`config.mk`:
```
export PLATFORM = sky130hd
export DESIGN_NAME = uart_rx_data_loader
export DESIGN_NICKNAME = d
export VERILOG_FILES = /design/src/rtl/uart_rx_data_loader.sv
export SDC_FILE = /design/constraint.sdc
export NUM_CORES = 1
export LEC_CHECK = 0
export ABC_AREA = 1
export CORE_MARGIN = 2
export CORE_UTILIZATION = 45
export CTS_BUF_LIST = sky130_fd_sc_hd__clkbuf_4 sky130_fd_sc_hd__clkbuf_8
export DETAILED_ROUTE_END_ITERATION = 10
export PLACE_DENSITY_LB_ADDON = 0.15
export SETUP_SLACK_MARGIN = 0.02
export SKIP_LAST_GASP = 1
export SLEW_MARGIN = 10
export SYNTH_ARGS = -nofsm -noshare
export SYNTH_HDL_FRONTEND = slang
export SYNTH_SLANG_ARGS = --single-unit
export TNS_END_PERCENT = 100
```
`constraint.sdc`:
```
create_clock -name sys_clk -period 4.3 [get_ports sys_clk]
set_input_delay 0.645 -clock sys_clk [delete_from_list [all_inputs] [get_ports sys_clk]]
set_output_delay 0.645 -clock sys_clk [all_outputs]
set_load 0.01 [all_outputs]
```
`src/rtl/uart_rx_data_loader.sv`:
```
// UART 8N1 receiver that assembles little-endian bytes into 32-bit words
// and writes them to consecutive data-memory addresses until WORDS are loaded.
module uart_rx_data_loader #(
  parameter int CLK_PER_BIT  = 434,
  parameter int ADDR_W       = 5,
  parameter int WORDS        = 32,
  parameter int TIMEOUT_BITS = 20
) (
  input  logic              sys_clk,
  input  logic              sys_rst,
  input  logic              rx_i,
  output logic              en_addr_data_o,
  output logic [ADDR_W-1:0] addr_data_o,
  output logic [31:0]       data_data_o,
  output logic              frame_err_o,
  output logic              load_done_o,
  output logic              busy_o
);

  localparam int unsigned HALF      = CLK_PER_BIT / 2;
  localparam int unsigned CNT_W     = $clog2(CLK_PER_BIT);
  localparam int unsigned TMO_LIMIT = TIMEOUT_BITS * CLK_PER_BIT;
  localparam int unsigned TMO_W     = $clog2(TMO_LIMIT + 1);
  localparam logic [ADDR_W-1:0] LAST_ADDR = ADDR_W'(WORDS - 1);

  typedef enum logic [1:0] {S_IDLE, S_START, S_DATA, S_STOP} state_t;

  state_t            state_q, state_d;
  logic              rx_meta_q, rx_s_q, rx_prev_q;
  logic [CNT_W-1:0]  cnt_q, cnt_d;
  logic [2:0]        bit_q, bit_d;
  logic [7:0]        shift_q, shift_d;
  logic [31:0]       word_q, word_d;
  logic [1:0]        byte_cnt_q, byte_cnt_d;
  logic [ADDR_W-1:0] addr_q, addr_d;
  logic [ADDR_W-1:0] addr_out_q, addr_out_d;
  logic [31:0]       data_out_q, data_out_d;
  logic              strobe_q, strobe_d;
  logic              ferr_q, ferr_d;
  logic              done_q, done_d;
  logic [TMO_W-1:0]  tmo_q, tmo_d;

  logic start_det, bit_tick, tmo_fire;

  assign start_det = (state_q == S_IDLE) && rx_prev_q && !rx_s_q;
  assign bit_tick  = (cnt_q == CNT_W'(CLK_PER_BIT - 1));
  assign tmo_fire  = (state_q == S_IDLE) && (byte_cnt_q != '0) &&
                     (tmo_q == TMO_W'(TMO_LIMIT - 1));

  always_comb begin
    state_d    = state_q;
    cnt_d      = cnt_q;
    bit_d      = bit_q;
    shift_d    = shift_q;
    word_d     = word_q;
    byte_cnt_d = byte_cnt_q;
    addr_d     = addr_q;
    addr_out_d = addr_out_q;
    data_out_d = data_out_q;
    strobe_d   = 1'b0;
    ferr_d     = 1'b0;
    done_d     = done_q | (strobe_q && (addr_out_q == LAST_ADDR));

    // Timeout drops the partial word even when a start edge arrives in the same cycle.
    if ((state_q == S_IDLE) && (byte_cnt_q != '0)) tmo_d = tmo_q + 1'b1;
    else                                            tmo_d = '0;
    if (tmo_fire) begin
      byte_cnt_d = '0;
      tmo_d      = '0;
    end
    if (start_det) tmo_d = '0;

    unique case (state_q)
      S_IDLE: begin
        if (start_det) begin
          state_d = S_START;
          cnt_d   = '0;
          bit_d   = '0;
        end
      end
      S_START: begin
        // Counter keeps running so data samples land at whole bit times from start detect.
        cnt_d = cnt_q + 1'b1;
        if (cnt_q == CNT_W'(HALF - 1)) state_d = rx_s_q ? S_IDLE : S_DATA;
      end
      S_DATA: begin
        if (bit_tick) begin
          cnt_d   = '0;
          shift_d = {rx_s_q, shift_q[7:1]};
          bit_d   = bit_q + 3'd1;
          if (bit_q == 3'd7) state_d = S_STOP;
        end else begin
          cnt_d = cnt_q + 1'b1;
        end
      end
      S_STOP: begin
        if (bit_tick) begin
          state_d = S_IDLE;
          cnt_d   = '0;
          if (rx_s_q) begin
            word_d[{byte_cnt_q, 3'b000} +: 8] = shift_q;
            byte_cnt_d = byte_cnt_q + 2'd1;
            if ((byte_cnt_q == 2'd3) && !done_q) begin
              strobe_d   = 1'b1;
              addr_out_d = addr_q;
              data_out_d = {shift_q, word_q[23:0]};
              addr_d     = addr_q + 1'b1;
            end
          end else begin
            ferr_d     = 1'b1;
            byte_cnt_d = '0;
          end
        end else begin
          cnt_d = cnt_q + 1'b1;
        end
      end
      default: state_d = S_IDLE;
    endcase
  end

  always_ff @(posedge sys_clk) begin
    if (sys_rst) begin
      state_q    <= S_IDLE;
      rx_meta_q  <= 1'b1;
      rx_s_q     <= 1'b1;
      rx_prev_q  <= 1'b1;
      cnt_q      <= '0;
      bit_q      <= '0;
      shift_q    <= '0;
      word_q     <= '0;
      byte_cnt_q <= '0;
      addr_q     <= '0;
      addr_out_q <= '0;
      data_out_q <= '0;
      strobe_q   <= 1'b0;
      ferr_q     <= 1'b0;
      done_q     <= 1'b0;
      tmo_q      <= '0;
    end else begin
      state_q    <= state_d;
      rx_meta_q  <= rx_i;
      rx_s_q     <= rx_meta_q;
      rx_prev_q  <= rx_s_q;
      cnt_q      <= cnt_d;
      bit_q      <= bit_d;
      shift_q    <= shift_d;
      word_q     <= word_d;
      byte_cnt_q <= byte_cnt_d;
      addr_q     <= addr_d;
      addr_out_q <= addr_out_d;
      data_out_q <= data_out_d;
      strobe_q   <= strobe_d;
      ferr_q     <= ferr_d;
      done_q     <= done_d;
      tmo_q      <= tmo_d;
    end
  end

  assign en_addr_data_o = strobe_q;
  assign addr_data_o    = addr_out_q;
  assign data_data_o    = data_out_q;
  assign frame_err_o    = ferr_q;
  assign load_done_o    = done_q;
  assign busy_o         = (state_q != S_IDLE);

endmodule

```
# ---- After elaboration in Yosys (flattened, before gate mapping)
# Index checks and enable logic that the tools add are counted.
dict set report totals {
  register_bits 118
  inputBits 3
  out_inout_bits 41
  elab_cells 84
}
dict set report classes {
  addsub 6
  n_eq_ne 14
  n_shift 2
  muxes 20
  bitwise 5
  reduce_logical 21
}
# operator count
set op_table {}
lappend op_table {{$bwmux 32} 1}
lappend op_table {{$shift 8x7->32 const A} 1}
lappend op_table {{$shiftx 8x7->32} 1}
lappend op_table {{$pmux 9 s3} 1}
lappend op_table {{$mux 2} 10}
lappend op_table {{$mux 9} 2}
lappend op_table {{$add 14x1->14 const B} 1}
lappend op_table {{$eq 14x14->1 const B} 1}
lappend op_table {{$ne 2x2->1 const B} 5}
lappend op_table {{$add 9x1->9 const B} 1}
lappend op_table {{$eq 9x8->1 const B} 1}
lappend op_table {{$eq 9x9->1 const B} 1}
lappend op_table {{$pmux 2 s4} 1}
lappend op_table {{$reduce_or 4->1} 2}
lappend op_table {{$neg 5->7} 1}
lappend op_table {{$eq 2x2->1 const B} 3}
lappend op_table {{$logic_and 1x1->1} 6}
lappend op_table {{$mux 3} 2}
lappend op_table {{$pmux 3 s2} 1}
lappend op_table {{$reduce_and 3->1} 2}
lappend op_table {{$reduce_bool 2->1} 3}
lappend op_table {{$add 5x1->5 const B} 1}
lappend op_table {{$eq 5x5->1 const B} 1}
lappend op_table {{$reduce_and 5->1} 1}
lappend op_table {{13 further kinds} 18}

# ---- Depth between registers and ports, before layout
dict set report logic_depth {
  depth_word 6
  depth_mapped 12
  mapped_depth_nobuf 11
}

# ---- Worst setup path before layout
# No wires, ideal clock.
dict set report synth_path {
  path_type {register to register}
  start {register byte_cnt_q[0]}
  end {register word_q[15]}
  setup_ps 64
  arrival_time_ps 1626
  required_time_ps 4236
  setup_slack_ps 2610
  path_stages_with_launch 9
  n_path_buf 2
  synth_period_minus_slack_ps 1690
  cell_sequence {dfxtp_1 > inv_1 > ha_1 > clkbuf_1 > buf_1 > nand3_1 > nand2_1 > nand2_1 > nor2_1}
}
dict set report synth_between {
  elab_chain_len 3
  word_cells_on_any_way 4
  classes_between {add/sub: 1; shift: 2; mux: 1}
}
# item line
set synth_rtl {}
lappend synth_rtl {{start, declared} 34} ;# logic [1:0] byte_cnt_q, byte_cnt_d;
lappend synth_rtl {{start signal, assigned} 148} ;# byte_cnt_q <= byte_cnt_d;
lappend synth_rtl {{$neg 5->7 (*)} 101} ;# word_d[{byte_cnt_q, 3'b000} +: 8] = shift_q;
lappend synth_rtl {{$shiftx 8x7->32 or $shift 8x7->32 (tied branches)} 101}
lappend synth_rtl {{$bwmux 32 (*)} 101}
lappend synth_rtl {{end signal, assigned} 147} ;# word_q <= word_d;
lappend synth_rtl {{end, declared} 33} ;# logic [31:0] word_q, word_d;
# Mark *: on every way between the ends. The rest lies on a longest branch, timed or not.
# A chain may end at the register's enable or synchronous reset.

==> out/results.ini <==
[setup_path]
cp_max_fo = 8
critPathLaunchType = flip-flop
critPathCapture = busy_o
cp-end-kind = output port
cp_slowest_stage_delay_ns = 0.57
crit_buf_inv = 2
r2r_setup_slack_ns = 2.29
path_cells = nor2_2 > inv_1 > clkdlybuf4s50_1
regToRegStartpoint = byte_cnt_q[0]
reg2reg_depth = 7
arrival_ns = 1.65
critPathKind = flip-flop to output port
slowest_stage = clkdlybuf4s50_1
r2r_end = word_q[5]
required_ns = 3.65
path_delay_family = buffers and inverters
critical_path_depth = 3

[global_route]
first_global_vias = 3649
grt_max_degree = 57
grt_overflow = 0
grt_antenna_before_repair = 0
grt_use_total = 0.175
grt_pass1_wl_mm = 16.2

[logic_synthesis]
syn_avg_cell_area_sq_um = 7.40
ys_types = 34
synth_top_cells_by_count = 192 x nand2_1, 110 x dfxtp_1, 99 x nor2_1
mappedNetlistNets = 654
async_reset_ff_frac = 0
ys_seq_area_frac = 0.466
synth_area_leader_cell = dfxtp_1
ys_top_cells_by_area = dfxtp_1 47%, nand2_1 15%, nor2_1 7.9%, a21oi_1 6.6%, nand3_1 3.8%
synth_ff_type = dfxtp_1
ys_ff_latch = 110
synthDominantCellAreaShare = 0.466
ys_warn_count = 0
netlist_area_sq_um = 4730
synth_most_common_cell = nand2_1
netlist_instances = 639
synth_edf_count = 0

[clock_network]
cts_tree = built
insertion_delay_ns = 0.38
root_buffer = clkbuf_8
clkSinkCount = 110
numCtsBuffers = 9
clkTransAtPathRegs_ns = 0.11
ctsHoldBuffers = 0
cts_resized = 0
clockBufferDepth = 2
cts_setup_buffers = 0
cts_max_level = 3

[final_layout]
stdcell_area_sq_um = 5410
area_growth_pct = 14.4
stdcell_count = 812
drive_gt1_frac = 0.0621
n_antenna_cell = 0
fill_cells = 1040
final_nets = 686

[sta]
worstMarginPinSlew_ns = 0.590
rsz0062_at_grt = no
period_needed_ns = 2.29
slew_violations = 0
relSlewSlack = 0.606
clock_skew_ns = 0.0154
setup_tns_ns = 0
finalHoldViolCount = 0
finalSetupViolCount = 0
period_share = 0.533
max_freq_mhz = 437

[routing]
wl_per_cell_um = 11.4
wl_met2_mm = 4.49
vias = 3956
vias_per_cell = 4.87
final_antenna_net_count = 0
firstDrtPassIters = 4
route.met3.wl_um = 220
drt-initial-drc-count = 238
m1WireLength_mm = 4.32
drc = 0
routed_wl_mm = 9.23
highest_layer = met4

[power_and_ir_drop]
power.switching_mw = 0.393
power_density_nw_per_um2 = 329
p_seq_frac = 0.579
swShare = 0.221
ir_drop_uv = 149
leakagePower_nw = 2.02
pwr-share-clk = 0.385
combinationalPowerShare = 0.035
power.total_mw = 1.78
p_int_mw = 1.39

[floorplanning]
dieArea_sq_um = 11300
core_region_area_sq_um = 10300
initial_core_util = 0.460
die_y_um = 107
rows = 37
io_pins = 44
die_x_um = 107

[placed_design]
place_congestion = 0.810
dp_cells = 796
portBuffers = 43
dp_hpwl_mm = 6.54
place_area_sq_um = 5190

[status]
status = finished clean

[job]
maxCapViolCount = 0

[hold_path]
hp-class = flip-flop to flip-flop

-- power by group through the flow --
stage	sequential, mW	clock, mW	combinational [mW]
after floorplan	1.05	0	0.0447
after global placement	1.05	0	0.0621
after detailed placement	1.05	0	0.0638
after CTS	1.03	0.698	0.0638
after global routing	1.03	0.748	0.0731
final	1.03	0.685	0.0630
-- registers in the layout (all words and copies together) (netlist names), named ones only --
name and flops:
word_q 24, data_data_o 32, rx_s_q 1, shift_q 8
cnt_q 9, tmo_q 14, byte_cnt_q 2, en_addr_data_o 1
frame_err_o 1, state_q 1, load_done_o 1, bit_q 3
addr_q 5, addr_data_o 5, rx_meta_q 1, rx_prev_q 1
-- layer usage --
metal,global-route usage,up-vias
met5,0,-
met3,0.0258,15
met2,0.301,61
li1,-,2085
met4,0.0733,0
met1,0.218,1795
-- cells in the final DEF (no fill, tap or decap), drive strengths merged --
| cell | synthesis | routed |
|---|---|---|
| nand2 | 198 | 198 |
| clkdlybuf4s50 | 0 | 42 |
| nor3b | 3 | 3 |
| nor3 | 10 | 10 |
| nand3b | 1 | 1 |
| clkbuf | 9 | 10 |
| or2 | 4 | 4 |
| nor4 | 1 | 1 |
| clkinv | 3 | 6 |
| xor2 | 6 | 6 |
| nand4 | 8 | 8 |
| inv | 37 | 38 |
| xnor2 | 4 | 4 |
| dfxtp | 110 | 110 |
| buf | 16 | 4 |
| nand3 | 37 | 37 |
| a21oi | 62 | 62 |
| ha | 12 | 12 |
| bufinv | 0 | 2 |
| o21ai | 12 | 12 |
| nor2 | 106 | 106 |
-- per-stage QoR --
step           hold slack (ns)  utilization  setup slack [ns]
6_report                 0.426        0.527              2.01
3_3_place_gp             0.404        0.505              1.88
2_1_floorplan            0.389            -              2.61
4_1_cts                  0.434        0.527              2.01
5_1_grt                  0.455        0.527              1.91
3_5_place_dp             0.409        0.505              1.82
-- final cells by class --
class / count / area (sq um) / share of cell area
clock buffers: 10 / 138 / 0.0254
clock inverters: 6 / 83.8 / 0.0155
inverters: 40 / 153 / 0.0282
multi-input cells: 464 / 2220 / 0.410
flip-flops and latches: 110 / 2200 / 0.407
well taps: 136 / 170 / 0.0314
repair buffers: 46 / 448 / 0.0828
-- cells by family (layout without fill, tap and decap cells) --
family | count (synthesis) | in the layout | synth area share
buffers and inverters | 65 | 102 | 0.0656
XOR/XNOR | 10 | 10 | 0.0185
AND/OR/NAND/NOR | 368 | 368 | 0.340
flip-flops | 110 | 110 | 0.466
adder cells (fa/ha/maj) | 12 | 12 | 0.0317
AO/OA/AOI/OAI | 74 | 74 | 0.0783
-- worst min-delay path by stage --
| stage | slack [ns] | cells past startpoint | endpoint | from |
|---|---|---|---|---|
| floorplan | 0.39 | 1 | rx_s_q | rx_meta_q |
| global placement | 0.40 | 1 | rx_s_q | rx_meta_q |
| detailed placement | 0.41 | 1 | rx_s_q | rx_meta_q |
| CTS | 0.43 | 1 | rx_s_q | rx_meta_q |
| global route | 0.46 | 1 | rx_s_q | rx_meta_q |
| finish | 0.43 | 1 | rx_s_q | rx_meta_q |
Note: power is estimated with default switching activity, not from simulation.
==> variant 1, RTL diff (config.mk and constraints unchanged) <==
The parameter `TIMEOUT_BITS` goes from 20 to 40.
--- a/src/rtl/uart_rx_data_loader.sv
+++ b/src/rtl/uart_rx_data_loader.sv
@@ -4,7 +4,7 @@
   parameter int CLK_PER_BIT  = 434,
   parameter int ADDR_W       = 5,
   parameter int WORDS        = 32,
-  parameter int TIMEOUT_BITS = 20
+  parameter int TIMEOUT_BITS = 40
 ) (
   input  logic              sys_clk,
   input  logic              sys_rst,
Function: no difference found for any inputs over 10 cycles, from zero or initial values and one cycle with sys_rst high; that may be too few to reach the edited logic, so the function may still have changed.
==> variant 1 against the original RTL <==
Via count down 0.51%. Clock power down 3.8%. Power down 0.60%. Setup slack better by 0.018 ns. Sequential cell count up 1. Critical endpoint is now word_q[6]$_SDFFE_PP0P_. Count of clock-buffer cells in the layout unchanged. Die area down 0.99%. Combinational power up 8.3%. Largest cell class is now registers. Routed wire length up 1.2%. Cell area down 0.46%. Core utilization about the same. Synthesized area down 1.0%. Critical path depth up 4.
==> variant 1: results (changes against the original RTL) <==
| Metric | Value |
|---|---|
| Via count of the first global-routing pass | 3627 (-0.60%) |
| Setup slack after placement | 1.681 ns (-0.1354 ns) |
| Critical Path End Type | flop |
| Final-layout worst hold slack | 0.4260 ns (-0.0002620 ns) |
| Outcome | finished clean |
| Switching power share of the total | 0.2353 (+0.01424) |
| Mapped Avg Cell Area | 7.314 um^2 (-1.2%) |
| Placed cell area | 5174 um^2 (-0.31%) |
| Register-to-register setup slack | 2.03 ns (-0.26 ns) |
| Via count normalized by instance count | 4.824 (-0.99%) |
| Fraction of final layout cells with drive strength greater than 1 | 0.04853 (-0.01360) |
| Leakage power summed over all cells | 1.971 nW (-2.5%) |
| Arrival time of the worst setup path | 2.59 ns (+0.94 ns) |
| Post-synthesis net count | 655 (+0.15%) |
| Maximum number of pins on one net before global-route repair | 43 (-25%) |
| Post-Layout Cell Count | 816 (+0.49%) |
| Clock period minus final worst setup slack | 2.272 ns (-0.01777 ns) |
| Highest-delay cell along the critical path | nor3_1 |
| Global placement routability congestion | 0.8526 (+5.3%) |
| GRT Util Overall | 0.1716 (-0.003215) |
| Longest individual stage delay on the worst path | 0.73 ns (+0.16 ns) |
| Count of nets after finishing | 690 (+0.58%) |
| Slew Limit Headroom | 0.4665 (-0.1391) |
| Clock Skews | 0.008184 ns (-0.007260 ns) |
| Detailed Route Iter0 Violations | 123 (-48%) |
| Dominant cells by area after synthesis | dfxtp_1, nor2_1, nand2_1 |
| Global-route wire length before repair | 15.93 mm (-1.9%) |
| Worst-case vdd ir drop | 0.2102 mV (+41%) |
| Share of the yosys chip area belonging to registers | 0.4747 (+0.009131) |
## variant 1: cell types whose count changed after synthesis, moves of 3 or more
cell | unedited run | this run
nor3b_1 | 2 | 5
nand2_2 | 4 | 1
clkbuf_1 | 9 | 12
a21oi_1 | 62 | 31
o21ai_0 | 11 | 44
nand2_1 | 192 | 129
buf_2 | 6 | 2
nand3_1 | 36 | 33
nor2_4 | 1 | 4
inv_1 | 35 | 44
nor3_1 | 10 | 13
nor2_8 | 4 | 1
nor2_1 | 99 | 161
## variant 1: cells by family (layout without fill, tap and decap cells)
logic type	count (synthesis)	after routing	synth area share
and+or+nand+nor	364	364	0.3307
xor gates and xnor gates	8	8	0.01497
DFF	111	111	0.4747
buffers and inverters	69	109	0.06629
adders and majority gates	12	12	0.03208
AOI/OAI and AO/OA	76	76	0.08126
## variant 1: per-layer routing
metal | up-vias | wire length [um] | global-route usage
met3 | 10 | 277 | 0.03004
met2 | 48 | 4609 | 0.3111
met5 | - | 0 | 0
met4 | 0 | 114 | 0.05263
li1 | 2100 | - | -
met1 | 1778 | 4334 | 0.2065
## variant 1: final cells by class
| type | count | area (um^2) |
|---|---|---|
| clock buffers | 10 | 137.6 |
| clock inverters | 6 | 75.07 |
| fillers | 1038 | 4845 |
| inverters | 46 | 172.7 |
| multi-input cells | 460 | 2148 |
| flip-flops and latches | 111 | 2222 |
| well taps | 136 | 170.2 |
| repair buffers | 47 | 460.4 |
## variant 1: power groups by stage
stage	logic, W	registers (W)	clock network (W)
after CTS	0.0000694	0.00104	0.000679
after floorplan	0.0000497	0.00106	0
after detailed placement	0.0000691	0.00106	0
final	0.0000682	0.00104	0.000659
after global routing	0.0000796	0.00104	0.000722
after global placement	0.0000675	0.00106	0
==> variant 2, RTL diff (same flow settings) <==
Made on the original files. The output `frame_err_o` loses its register stage (`ferr_q` becomes a continuous assignment).
--- a/src/rtl/uart_rx_data_loader.sv
+++ b/src/rtl/uart_rx_data_loader.sv
@@ -133,7 +133,6 @@
       addr_out_q <= '0;
       data_out_q <= '0;
       strobe_q   <= 1'b0;
-      ferr_q     <= 1'b0;
       done_q     <= 1'b0;
       tmo_q      <= '0;
     end else begin
@@ -150,11 +149,12 @@
       addr_out_q <= addr_out_d;
       data_out_q <= data_out_d;
       strobe_q   <= strobe_d;
-      ferr_q     <= ferr_d;
       done_q     <= done_d;
       tmo_q      <= tmo_d;
     end
   end
+
+  assign ferr_q = ferr_d;
 
   assign en_addr_data_o = strobe_q;
   assign addr_data_o    = addr_out_q;
Function: no difference found for any inputs over 10 cycles, from zero or initial values and one cycle with sys_rst high; that may be too few to reach the edited logic, so the function may still have changed.
==> variant 2 against the original RTL <==
Setup slack worse by 0.52 ns. Sequential cell count is 1 lower. Cell area is 1.9% lower. Global-route usage is 0.44 points lower. Routed wire length is 0.42% lower. Synthesized cell count is 1.1% lower. Core utilization is 0.28 points lower. Clock skew is 0.0033 ns higher. Register-to-register slack worse by 0.42 ns. Hold slack worse by 0.0043 ns. Power is 3.2% lower. Synthesized area is 2.2% lower. Count of clock-buffer cells in the layout is 1 lower. Critical endpoint is now frame_err_o. Largest cell class is now registers. Highest routed layer unchanged.
==> variant 2: results (changes against the original RTL) <==
| Metric | Value |
|---|---|
| Dominant cells by area after synthesis | dfxtp_1, nor2_1, o21ai_0 |
| Global placement routability congestion | 0.8566 (+5.8%) |
| Endpoint of the worst-slack reg-to-reg timing path | data_data_o[17]$_SDFFE_PP0P_ |
| Register-to-register setup slack | 1.87 ns (-0.42 ns) |
| Detailed Route Iter0 Violations | 144 (-39%) |
| Post-Layout Cell Count | 805 (-0.86%) |
| Outcome | finished clean |
| Setup slack after placement | 1.593 ns (-0.2237 ns) |
| Share of the yosys chip area belonging to registers | 0.4720 (+0.006381) |
| Final-layout worst hold slack | 0.4219 ns (-0.004289 ns) |
| XOR/XNOR Fraction of Synth Area | 0.01705 (-0.001468) |
| Post-placement cell count | 789 (-0.88%) |
| Critical Path End | frame_err_o |
| GRT Util Overall | 0.1703 (-0.004429) |
| Mapped Avg Cell Area | 7.315 um^2 (-1.2%) |
| Delay-heaviest family, CP | simple AND/OR/NAND/NOR gates |
| Global Route met2 Usage | 0.2931 (-0.007737) |
| Number of cells on the worst reg-to-reg path | 8 (+1) |
| Worst-case vdd ir drop | 0.1940 mV (+30%) |
| Global-route wire length before repair | 15.62 mm (-3.7%) |
| Via count of the first global-routing pass | 3488 (-4.4%) |
| Via count normalized by instance count | 4.848 (-0.48%) |
| Average detailed-routed wire length per instance | 11.41 um (+0.44%) |
| Arrival time of the worst setup path | 2.17 ns (+0.52 ns) |
| Highest fanout seen on the critical path | 6 (-2) |
| Adder and majority gate portion of the synthesized area | 0.03248 (+0.0007303) |
| Filler cell count in the final layout | 991 (-4.7%) |
| Maximum number of pins on one net before global-route repair | 39 (-32%) |
| Longest individual stage delay on the worst path | 0.55 ns (-0.02 ns) |
| Met3 Routed Length | 289 um (+31%) |
| Leading post-synthesis cells by instance count | nor2_1, dfxtp_1, nand2_1 |
| Slew Limit Headroom | 0.3441 (-0.2616) |
| Placed cell area | 5107 um^2 (-1.6%) |
| Met3 layer usage reported by global route | 0.03216 (+0.006407) |
| Compound-gate portion of the synthesized area | 0.1242 (+0.04592) |
| Unique cell type count in the Yosys netlist | 26 (-24%) |
==> variant 2: cell count changes in the layout (fill, tap and decap cells not counted), sizes merged, moves of 19 or more <==
cell   before  now
nand2     198   85
nor2      106  140
inv        38   70
nor3       10   29
o21ai      12   76
a21oi      62   36
==> variant 2: power breakdown <==
part / internal [W] / switching (W) / total [W]
sequential: 0.00101 / 0.00000645 / 0.00102
combinational: 0.0000232 / 0.0000478 / 0.0000709
clock: 0.000277 / 0.000353 / 0.000630
==> variant 2: cell type report <==
cell class | instances | area (um^2) | share of cell area
Timing Repair Buffer | 46 | 452.9 | 0.08530
Inverter | 67 | 251.5 | 0.04736
Multi-Input combinational cell | 431 | 2051 | 0.3862
Clock buffer | 9 | 123.9 | 0.02333
Clock inverter | 7 | 78.83 | 0.01484
Sequential cell | 109 | 2182 | 0.4109
Tap cell | 136 | 170.2 | 0.03205
